$ cat src/rtl/stream_downsizer.sv
// Stream downsizer: takes one wide word and emits it as a run of narrow beats,
// lowest beat first. The upstream w_len_i selects how many beats to send.
// One word is held at a time. A new word can be loaded in the same cycle that
// the last beat of the previous word is popped, so full-rate traffic has no gaps.
module stream_downsizer #(
    parameter  int IN_WIDTH  = 128,
    parameter  int OUT_WIDTH = 32,
    localparam int RATIO     = IN_WIDTH / OUT_WIDTH,
    localparam int LEN_W     = $clog2(RATIO)
) (
    input  logic                 clk,
    input  logic                 rst_n,
    input  logic                 w_valid_i,
    output logic                 w_ready_o,
    input  logic [IN_WIDTH-1:0]  w_data_i,
    input  logic [LEN_W-1:0]     w_len_i,
    output logic                 r_valid_o,
    input  logic                 r_ready_i,
    output logic [OUT_WIDTH-1:0] r_data_o,
    output logic                 r_last_o,
    output logic [LEN_W-1:0]     beat_idx_o
);

    typedef enum logic {
        EMPTY = 1'b0,
        SEND  = 1'b1
    } state_t;

    state_t                 state_q;
    logic [IN_WIDTH-1:0]    data_q;
    logic [LEN_W-1:0]       len_q;
    logic [LEN_W-1:0]       idx_q;
    logic                   full_q;
    logic [OUT_WIDTH-1:0]   beats [RATIO];
    logic                   accept;
    logic                   pop;

    assign full_q = (state_q == SEND);

    // Split the held word into beat lanes so the current beat is a plain mux.
    always_comb begin
        for (int k = 0; k < RATIO; k++) begin
            beats[k] = data_q[k*OUT_WIDTH +: OUT_WIDTH];
        end
    end

    assign r_valid_o  = full_q;
    assign r_data_o   = beats[idx_q];
    assign r_last_o   = full_q && (idx_q == len_q);
    assign beat_idx_o = idx_q;

    // Ready when empty, or when the final beat is leaving this cycle.
    assign w_ready_o  = !full_q || (r_ready_i && r_last_o);

    assign accept     = w_valid_i && w_ready_o;
    assign pop        = full_q && r_ready_i;

    // Word holding register and beat walker; a load takes priority over draining.
    always_ff @(posedge clk or negedge rst_n) begin
        if (!rst_n) begin
            state_q <= EMPTY;
            data_q  <= '0;
            len_q   <= '0;
            idx_q   <= '0;
        end else if (accept) begin
            state_q <= SEND;
            data_q  <= w_data_i;
            len_q   <= w_len_i;
            idx_q   <= '0;
        end else if (pop && r_last_o) begin
            state_q <= EMPTY;
            idx_q   <= '0;
        end else if (pop) begin
            idx_q   <= idx_q + LEN_W'(1);
        end
    end

endmodule

$ cat config.mk
export PLATFORM = sky130hd
export DESIGN_NAME = stream_downsizer
export DESIGN_NICKNAME = d
export VERILOG_FILES = /design/src/rtl/stream_downsizer.sv
export SDC_FILE = /design/constraint.sdc
export NUM_CORES = 1
export LEC_CHECK = 0
export BUFFER_PORTS_ARGS = -buffer_cell sky130_fd_sc_hd__clkbuf_2
export CORE_ASPECT_RATIO = 1.25
export CORE_MARGIN = 2
export CORE_UTILIZATION = 36
export DETAILED_ROUTE_END_ITERATION = 12
export PLACE_DENSITY = 0.72
export SLEW_MARGIN = 20
export SYNTH_ARGS = -nofsm -noshare
export SYNTH_HDL_FRONTEND = slang
export SYNTH_SLANG_ARGS = --single-unit
$ cat constraint.sdc
create_clock -name clk -period 1.63 [get_ports clk]
set_input_delay 0.326 -clock clk [delete_from_list [all_inputs] [get_ports clk]]
set_output_delay 0.326 -clock clk [all_outputs]
set_load 0.01 [all_outputs]
### Word-level counts from Yosys, hierarchy flattened

Index checks and enable logic that the tools add are counted.

| word-level totals | value |
|---|---|
| output and inout port bits | 37 |
| register bits | 133 |
| bits of input ports | 134 |

| operators by class | value |
|---|---|
| muxes and demuxes | 8 |
| $add $sub $neg | 1 |
| order comparisons | 1 |
| bitwise operators | 1 |
| reduce and logical (&&, ||, !) cells | 9 |
| equal/unequal tests | 1 |

Operator list:

| cell | count |
|---|---|
| 32-bit binary-select mux with 2-bit select | 1 |
| 32-bit 2-to-1 mux | 2 |
| 2-bit 2-to-1 mux | 3 |
| 1-bit logical AND | 5 |
| 3-bit >= comparator, second input constant | 1 |
| 2-bit NOT with 3-bit output | 1 |
| 3-bit nonzero test | 1 |
| 2-bit by 1-bit adder with 2-bit output, second input constant | 1 |
| 2-bit equality test | 1 |
| 1-bit 2-to-1 mux | 2 |
| 2-bit nonzero test | 1 |
| 1-bit logical NOT | 1 |
| 1-bit logical OR | 1 |

### Logic depth before layout (Yosys ltp)

Gate-level depths: netlist (run 1).

| logic depth | value |
|---|---|
| depth in word-level cells | 6 |
| depth in mapped cells | 6 |
| mapped depth without buffers | 3 |

### Least setup slack after synthesis (run 1)

No wires, ideal clock.

| timing | value |
|---|---|
| kind | register to output |
| start point | register idx_q[0], in the netlist beat_idx_o[0] |
| end point | output r_data_o[10] |
| cell stages (with the launch flop) | 4 |
| path buffers | 2 |
| data arrival time | 1573 ps |
| slack | -269 ps |
| cell sequence | dfrtp_1 buf_2 buf_2 mux4_2 |

| between the ends | value |
|---|---|
| word-level cells in the longest chain between the ends | 4 |

Ends and longest elaborated chain:

| element | line | text |
|---|---|---|
| from (decl) | 32 | `logic [LEN_W-1:0] idx_q;` |
| from (signal assigned) | 74 | `idx_q <= idx_q + LEN_W'(1);` |
| 2-bit NOT with 3-bit output (implied by the code) | 48 | `assign r_data_o = beats[idx_q];` |
| 32-bit binary-select mux with 2-bit select | 48 |  |
| 32-bit 2-to-1 mux (implied by the code) (2 in series) | 48 |  |
| to (decl) | 19 | `output logic [OUT_WIDTH-1:0] r_data_o,` |

No other way between the ends. The select of a mux whose other input is x is not followed.

### Worst setup path in the final report (run 1)

| timing | value |
|---|---|
| start point | register idx_q[0], in the netlist beat_idx_o[0] |
| end point | output r_data_o[17] |

Same word-level chain as after synthesis.

==> results.ini, run 1 <==
[yosys]
syn_avg_cell_area_um2 = 16.9
synth_seq_area_share_pct = 56.4
ys_types = 27
synthFlopType = dfrtp_1
synthSimpleGateAreaFrac_pct = 1.61
synth_edf_count = 0
synthMuxAreaShare_pct = 36.7
ys_async_sr_fraction_pct = 100
synth_top_cell_by_area = dfrtp_1
syn-instance-count = 348
synth_top_family_by_area = multiplexers
synth_top_cell_area_share_pct = 56.4
synth_fa_ha_area_share_pct = 0
synthMostInstantiatedCell = dfrtp_1
netlist_area_um2 = 5900
synth_xor_area_share_pct = 0.446
syn_nets = 482
synth_compound_area_share_pct = 1.44
synth_commonest_cells = dfrtp_1, mux2_2, mux4_2
netlist_top_cells_area = dfrtp_1, mux2_2, mux4_2, buf_6, nor2b_1
synth-seq-cells = 133
ys_warn_count = 0

[setup_path]
path_max_fanout = 5
slowest_stage = mux4_2
criticalPathCategory = flop to output pin
arrival_ps = 1790
path_cells = buf_6, clkbuf_16, mux4_2, clkbuf_2
endpoint_kind = output pin
slowest_delay_ps = 490
cp-start-kind = flop
crit_required_ps = 1300

[cells_and_area]
final_area_um2 = 8810
utilization_pct = 54.6
multiInputGateArea_um2 = 2720
drive_gt1_share_pct = 72.9
antenna_cells = 0
seqCellArea_um2 = 3330
nFillCells = 1326
syn_to_final_growth_pct = 49.4
num-nets-final = 704

[drt]
vias = 3983
drc_errors = 0
antenna_left = 0
vias_per_cell = 4.98
dr.pass1.iters = 4
routedWlPerCell_um = 19.2
drt_iter0_drc = 131
totalWireLength_mm = 15.3

[placed_design]
placed_area_um2 = 7140
io_buffers = 170
dp.final_hpwl_mm = 9.23
pre_cts_ws_ps = -92.9
gp_congestion = 0.787

[pwr]
pwr-share-clk_pct = 21.5
combPwrFrac_pct = 48.2
p_leak_uw = 0.00406
swShare_pct = 29.2
p_sw_uw = 5690
cell_internal_pwr_uw = 13800
p_seq_share_pct = 30.4
power_density_nw_per_um2 = 2210
peakVddDrop_mv = 1.16

[global_route]
grt_pass1_wl_mm = 23.8
grt_pass1_vias = 4582
gr-total-overflow = 0
antenna_found_initial = 1
grt_max_degree = 62
grtUsageTotal_pct = 17.7

[outcome]
failed_checks = setup timing
outcome = finished with violations

[floorplanning]
dieArea_um2 = 17400
initial_core_util_pct = 36.5
io_pins = 171
rows = 52
die_h_um = 147
core_um2 = 16100
die_w_um = 118

[clocking]
clock_path_buffers = 2
cts_max_level = 4
tritoncts = done
cts_root_buf = clkbuf_16
clkSlewWorstSetupHoldPaths_ps = 60
numClockSinks = 133
clock_latency_ps = 410
cts_inserted_buffers = 17

[sta]
drv_slew = 0
hold_ws_ps = 147
rsz0062_at_grt = yes
fmax_mhz = 473
relSlewSlack_pct = 75.2
timing.final.crit_share_pct = 130
tightest_slew_ps = 372
setup_slack_ps = -484
skew_ps = 7.20
tns_ps = -63130
hold_viol = 0
post-route-min-period_ps = 2110
finalSetupViolCount = 163

[hold_path]
hold_class = input pin to flop

[flow_run]
max-cap-violations = 0

==> power by group through the flow <==
stage / clock network, µW / registers [µW] / logic, µW
after floorplan: 0 / 5610 / 5000
after global placement: 0 / 5760 / 6650
after detailed placement: 0 / 5910 / 6880
after CTS: 4280 / 5890 / 8900
after global routing: 4420 / 6120 / 9940
final: 4170 / 5910 / 9370
==> critical path: cells and delay by family, from the launching register on <==
family / cells / cell delay (ps)
buf+inv: 3 / 470
mux: 1 / 490
flops: 1 / 430
==> routing by layer <==
metal	global-route usage (%)	up-vias	share of wire (%)
li1	-	1755	-
met1	20.3	2068	39
met2	31.1	128	53
met3	4.89	30	4.7
met4	7.68	2	2.6
met5	0	-	0.10
==> sequential cells by signal, indices dropped and copies added, names as in the netlist <==
register,flops
len_q,2
r_valid_o,1
data_q,128
beat_idx_o,2
==> cell families after synthesis <==
kind of cell           count (synthesis)
multiplexers                         160
buffers and inverters                 24
AO/OA/AOI/OAI                         11
XOR/XNOR                               3
AND/OR/NAND/NOR                       17
flip-flops                           133
==> cell usage in the layout, fill, tap and decap left out, types with 2 or more instances in the layout <==
master      count
clkbuf_2      163
o31ai_1         2
clkinv_4        2
clkinvlp_4      4
mux2_2         51
buf_6          16
bufinv_16       5
mux2_4         77
dfrtp_2         2
clkbuf_16      21
buf_16          7
buf_8           7
buf_4          10
o211ai_1        2
nand2_1         4
dfrtp_1       131
buf_12         18
clkbuf_1        2
mux4_2         32
nor2b_1         3
==> repair_timing <==
| item | in CTS | in global routing |
|---|---|---|
| endpoints found under the hold margin | 24 | 0 |
| endpoints found under the setup margin | 163 | 164 |
| buffers inserted | 19 | 5 |
| pin swaps | 2 | 1 |
| hold buffers | 1 | 0 |
| gates resized for setup | 102 | 50 |
| gates cloned | 9 | 5 |
==> path summary, 6_finish.rpt <==
check,cells after the start,to,start,slack (ps)
worst max-delay path,4,r_data_o[17],beat_idx_o[0]$_DFFE_PN0P_,-480
worst min-delay path,2,data_q[43]$_DFFE_PN0P_,w_data_i[43],150
max in group asynchronous,3,beat_idx_o[1]$_DFFE_PN0P_,rst_n,580
worst max register to register,9,data_q[44]$_DFFE_PN0P_,beat_idx_o[0]$_DFFE_PN0P_,-470
min in group asynchronous,2,data_q[53]$_DFFE_PN0P_,rst_n,380
worst min register to register,1,data_q[23]$_DFFE_PN0P_,data_q[23]$_DFFE_PN0P_,500
==> final cells by class <==
| cell class | instances | share of cell area [%] |
|---|---|---|
| Tap cell | 216 | 3.07 |
| Clock buffer | 20 | 5.07 |
| Clock inverter | 12 | 2.30 |
| Sequential cell | 133 | 37.8 |
| Multi-Input combinational cell | 191 | 30.8 |
| Timing Repair Buffer | 226 | 20.9 |
| Inverter | 1 | 0.0426 |
==> stage by stage <==
step,total power [µW],instances
2_1_floorplan,10600,348
3_3_place_gp,12400,736
3_5_place_dp,12800,736
4_1_cts,19100,797
5_1_grt,20500,799
6_report,19500,799
Power figures use the tool's default switching activity.
==> run 2: changes to the inputs <==
- CORE_UTILIZATION: 36 -> 35
- PLACE_DENSITY: 0.72 -> 0.71
==> results.ini, run 2 (synthesis gave the netlist of run 1 again) <==
[drt]
antenna_left = 0  ; unchanged
drt_iter0_drc = 133  ; +1.5%
vias = 3952  ; -0.78%
drc_errors = 0  ; unchanged
totalWireLength_mm = 14.8  ; -3.5%
dr.pass1.iters = 4  ; unchanged
vias_per_cell = 4.89  ; -2.0%
routedWlPerCell_um = 18.3  ; -4.7%

[setup_path]
critPathCapture = r_data_o[16]
crit_cells = 4  ; unchanged
crit_required_ps = 1300  ; about the same
cp_top_family = multiplexers
arrival_ps = 1770  ; -20 ps
slowest_stage = mux4_2
slowest_delay_ps = 520  ; +30 ps
rr_endpoint = data_q[78]$_DFFE_PN0P_
r2r-start = beat_idx_o[0]$_DFFE_PN0P_
r2r_cells = 9  ; unchanged
cp-start-kind = flop
path_max_fanout = 5  ; unchanged
crit_path_frequent_cell = buf_12
path_cells = buf_12, buf_12, mux4_2, clkbuf_2
startpoint = beat_idx_o[0]$_DFFE_PN0P_
path_buf_inv = 3  ; unchanged
endpoint_kind = output pin
r2r_slack_ps = -470  ; about the same
criticalPathCategory = flop to output pin

[placed_design]
dp_cells = 741  ; +0.68%
gp_congestion = 0.767  ; -2.5%
dp.final_hpwl_mm = 9.31  ; +0.84%
placed_area_um2 = 7160  ; +0.40%
io_buffers = 170  ; unchanged

[cells_and_area]
largest_register_ff_count = 128  ; unchanged
num-nets-final = 710  ; +0.85%
nFillCells = 1342  ; +1.2%
final_cell_mix = clkbuf_2, dfrtp_1, mux2_2
antenna_cells = 0  ; unchanged
regMostFlops = data_q
drive_gt1_share_pct = 73.0  ; +0.11 points
utilization_pct = 52.7  ; -1.9 points
layout_commonest_cell = clkbuf_2
final_area_um2 = 8770  ; -0.51%
fin_cells = 809  ; +1.3%
syn_to_final_growth_pct = 48.7

[global_route]
grt_pass1_vias = 4499  ; -1.8%
grt_max_degree = 46  ; -26%
antenna_found_initial = 0  ; -1
gr-total-overflow = 0  ; unchanged
grt_pass1_wl_mm = 22.7  ; -4.4%
grtUsageTotal_pct = 16.6  ; -1.1 points

[clocking]
cts_max_level = 4  ; unchanged
clkSlewWorstSetupHoldPaths_ps = 60  ; about the same
clock_latency_ps = 420  ; about the same
clock_path_buffers = 2  ; unchanged
cts_root_buf = clkbuf_16
numClockSinks = 133  ; unchanged
cts_inserted_buffers = 17  ; unchanged
tritoncts = done

[sta]
rsz0062_at_grt = yes
skew_ps = 10.5  ; +3.30 ps
setup_slack_ps = -465  ; +18.6 ps
drv_slew = 0  ; unchanged
post-route-min-period_ps = 2100  ; -18.6 ps
tightest_slew_ps = 376  ; +4.50 ps
finalSetupViolCount = 163  ; unchanged
fmax_mhz = 477  ; +0.89%
tns_ps = -64690  ; -1560 ps
hold_viol = 0  ; unchanged
timing.final.crit_share_pct = 129  ; -1.1 points
relSlewSlack_pct = 74.9  ; -0.30 points

[pwr]
swShare_pct = 29.2  ; about the same
p_leak_uw = 0.00403  ; -0.92%
combPwrFrac_pct = 47.9  ; -0.3 points
cell_internal_pwr_uw = 13600  ; -1.5%
peakVddDrop_mv = 1.08  ; -6.6%
pwr-share-clk_pct = 21.3  ; -0.2 points
p_sw_uw = 5610  ; -1.4%
power_density_nw_per_um2 = 2190  ; -0.93%
p_seq_share_pct = 30.8  ; +0.4 points

[floorplanning]
core_um2 = 16600  ; +3.2%
rows = 53  ; +1.9%
io_pins = 171  ; unchanged
initial_core_util_pct = 35.4  ; -1.1 points
die_w_um = 120  ; +1.4%
die_h_um = 149  ; +1.4%
dieArea_um2 = 17900  ; +2.8%

[flow_run]
max-cap-violations = 0  ; unchanged

[outcome]
outcome = finished with violations
failed_checks = setup timing

[hold_path]
hold_class = input pin to flop

-- run 2: cell types whose count changed in the layout (fill, tap and decap cells not counted), sizes merged --
cell      delta
buf          +8
bufinv       -1
clkbuf       -2
clkinv       +4
clkinvlp     -3
-- run 2: final cells by class --
type | count | area (µm²) | area share, %
clock inverters | 12 | 178 | 2.03
well taps | 220 | 275 | 3.14
flip-flops and latches | 133 | 3330 | 38.0
clock buffers | 20 | 457 | 5.21
multi-input cells | 191 | 2600 | 29.7
inverters | 1 | 3.75 | 0.0428
repair buffers | 232 | 1920 | 21.9
-- run 2: stage by stage --
step | power (µW) | hold WS, ps | worst slack [ps]
finish | 19200 | 139 | -465
global route | 20200 | 120 | -533
floorplan | 10600 | 30.4 | -3.33
detailed placement | 12800 | 260 | -115
CTS | 18600 | 121 | -501
global placement | 12400 | 254 | -52.5
-- run 2: worst min path at each step --
stage / start / end / cells past startpoint
after CTS: w_data_i[38] / data_q[38]$_DFFE_PN0P_ / 2
after detailed placement: rst_n / data_q[28]$_DFFE_PN0P_ / 1
after floorplan: rst_n / beat_idx_o[0]$_DFFE_PN0P_ / 0
after global placement: rst_n / data_q[28]$_DFFE_PN0P_ / 1
final: w_data_i[111] / data_q[111]$_DFFE_PN0P_ / 2
after global routing: w_data_i[38] / data_q[38]$_DFFE_PN0P_ / 2
-- run 2: power groups by stage --
stage / logic (µW) / clock network (µW) / registers [µW]
final: 9190 / 4090 / 5900
after global routing: 9750 / 4350 / 6100
after CTS: 8560 / 4170 / 5890
after detailed placement: 6880 / 0 / 5920
after global placement: 6650 / 0 / 5760
after floorplan: 5000 / 0 / 5610
-- run 2: what timing repair did --
item	CTS	global route
cloned	10	4
hold buffers	1	0
buffers inserted	20	2
setup endpoints to repair	161	163
resized for setup	54	55
hold endpoints to repair	34	0
pin swaps	2	1
-- run 2: metal layers --
| layer | share of wire [%] | track usage [%] | vias to the layer above |
|---|---|---|---|
| met5 | 0 | 0 | - |
| met4 | 1.7 | 6.00 | 0 |
| met3 | 5.7 | 5.35 | 22 |
| met2 | 54 | 29.1 | 127 |
| met1 | 39 | 19.0 | 2039 |
| li1 | - | - | 1764 |
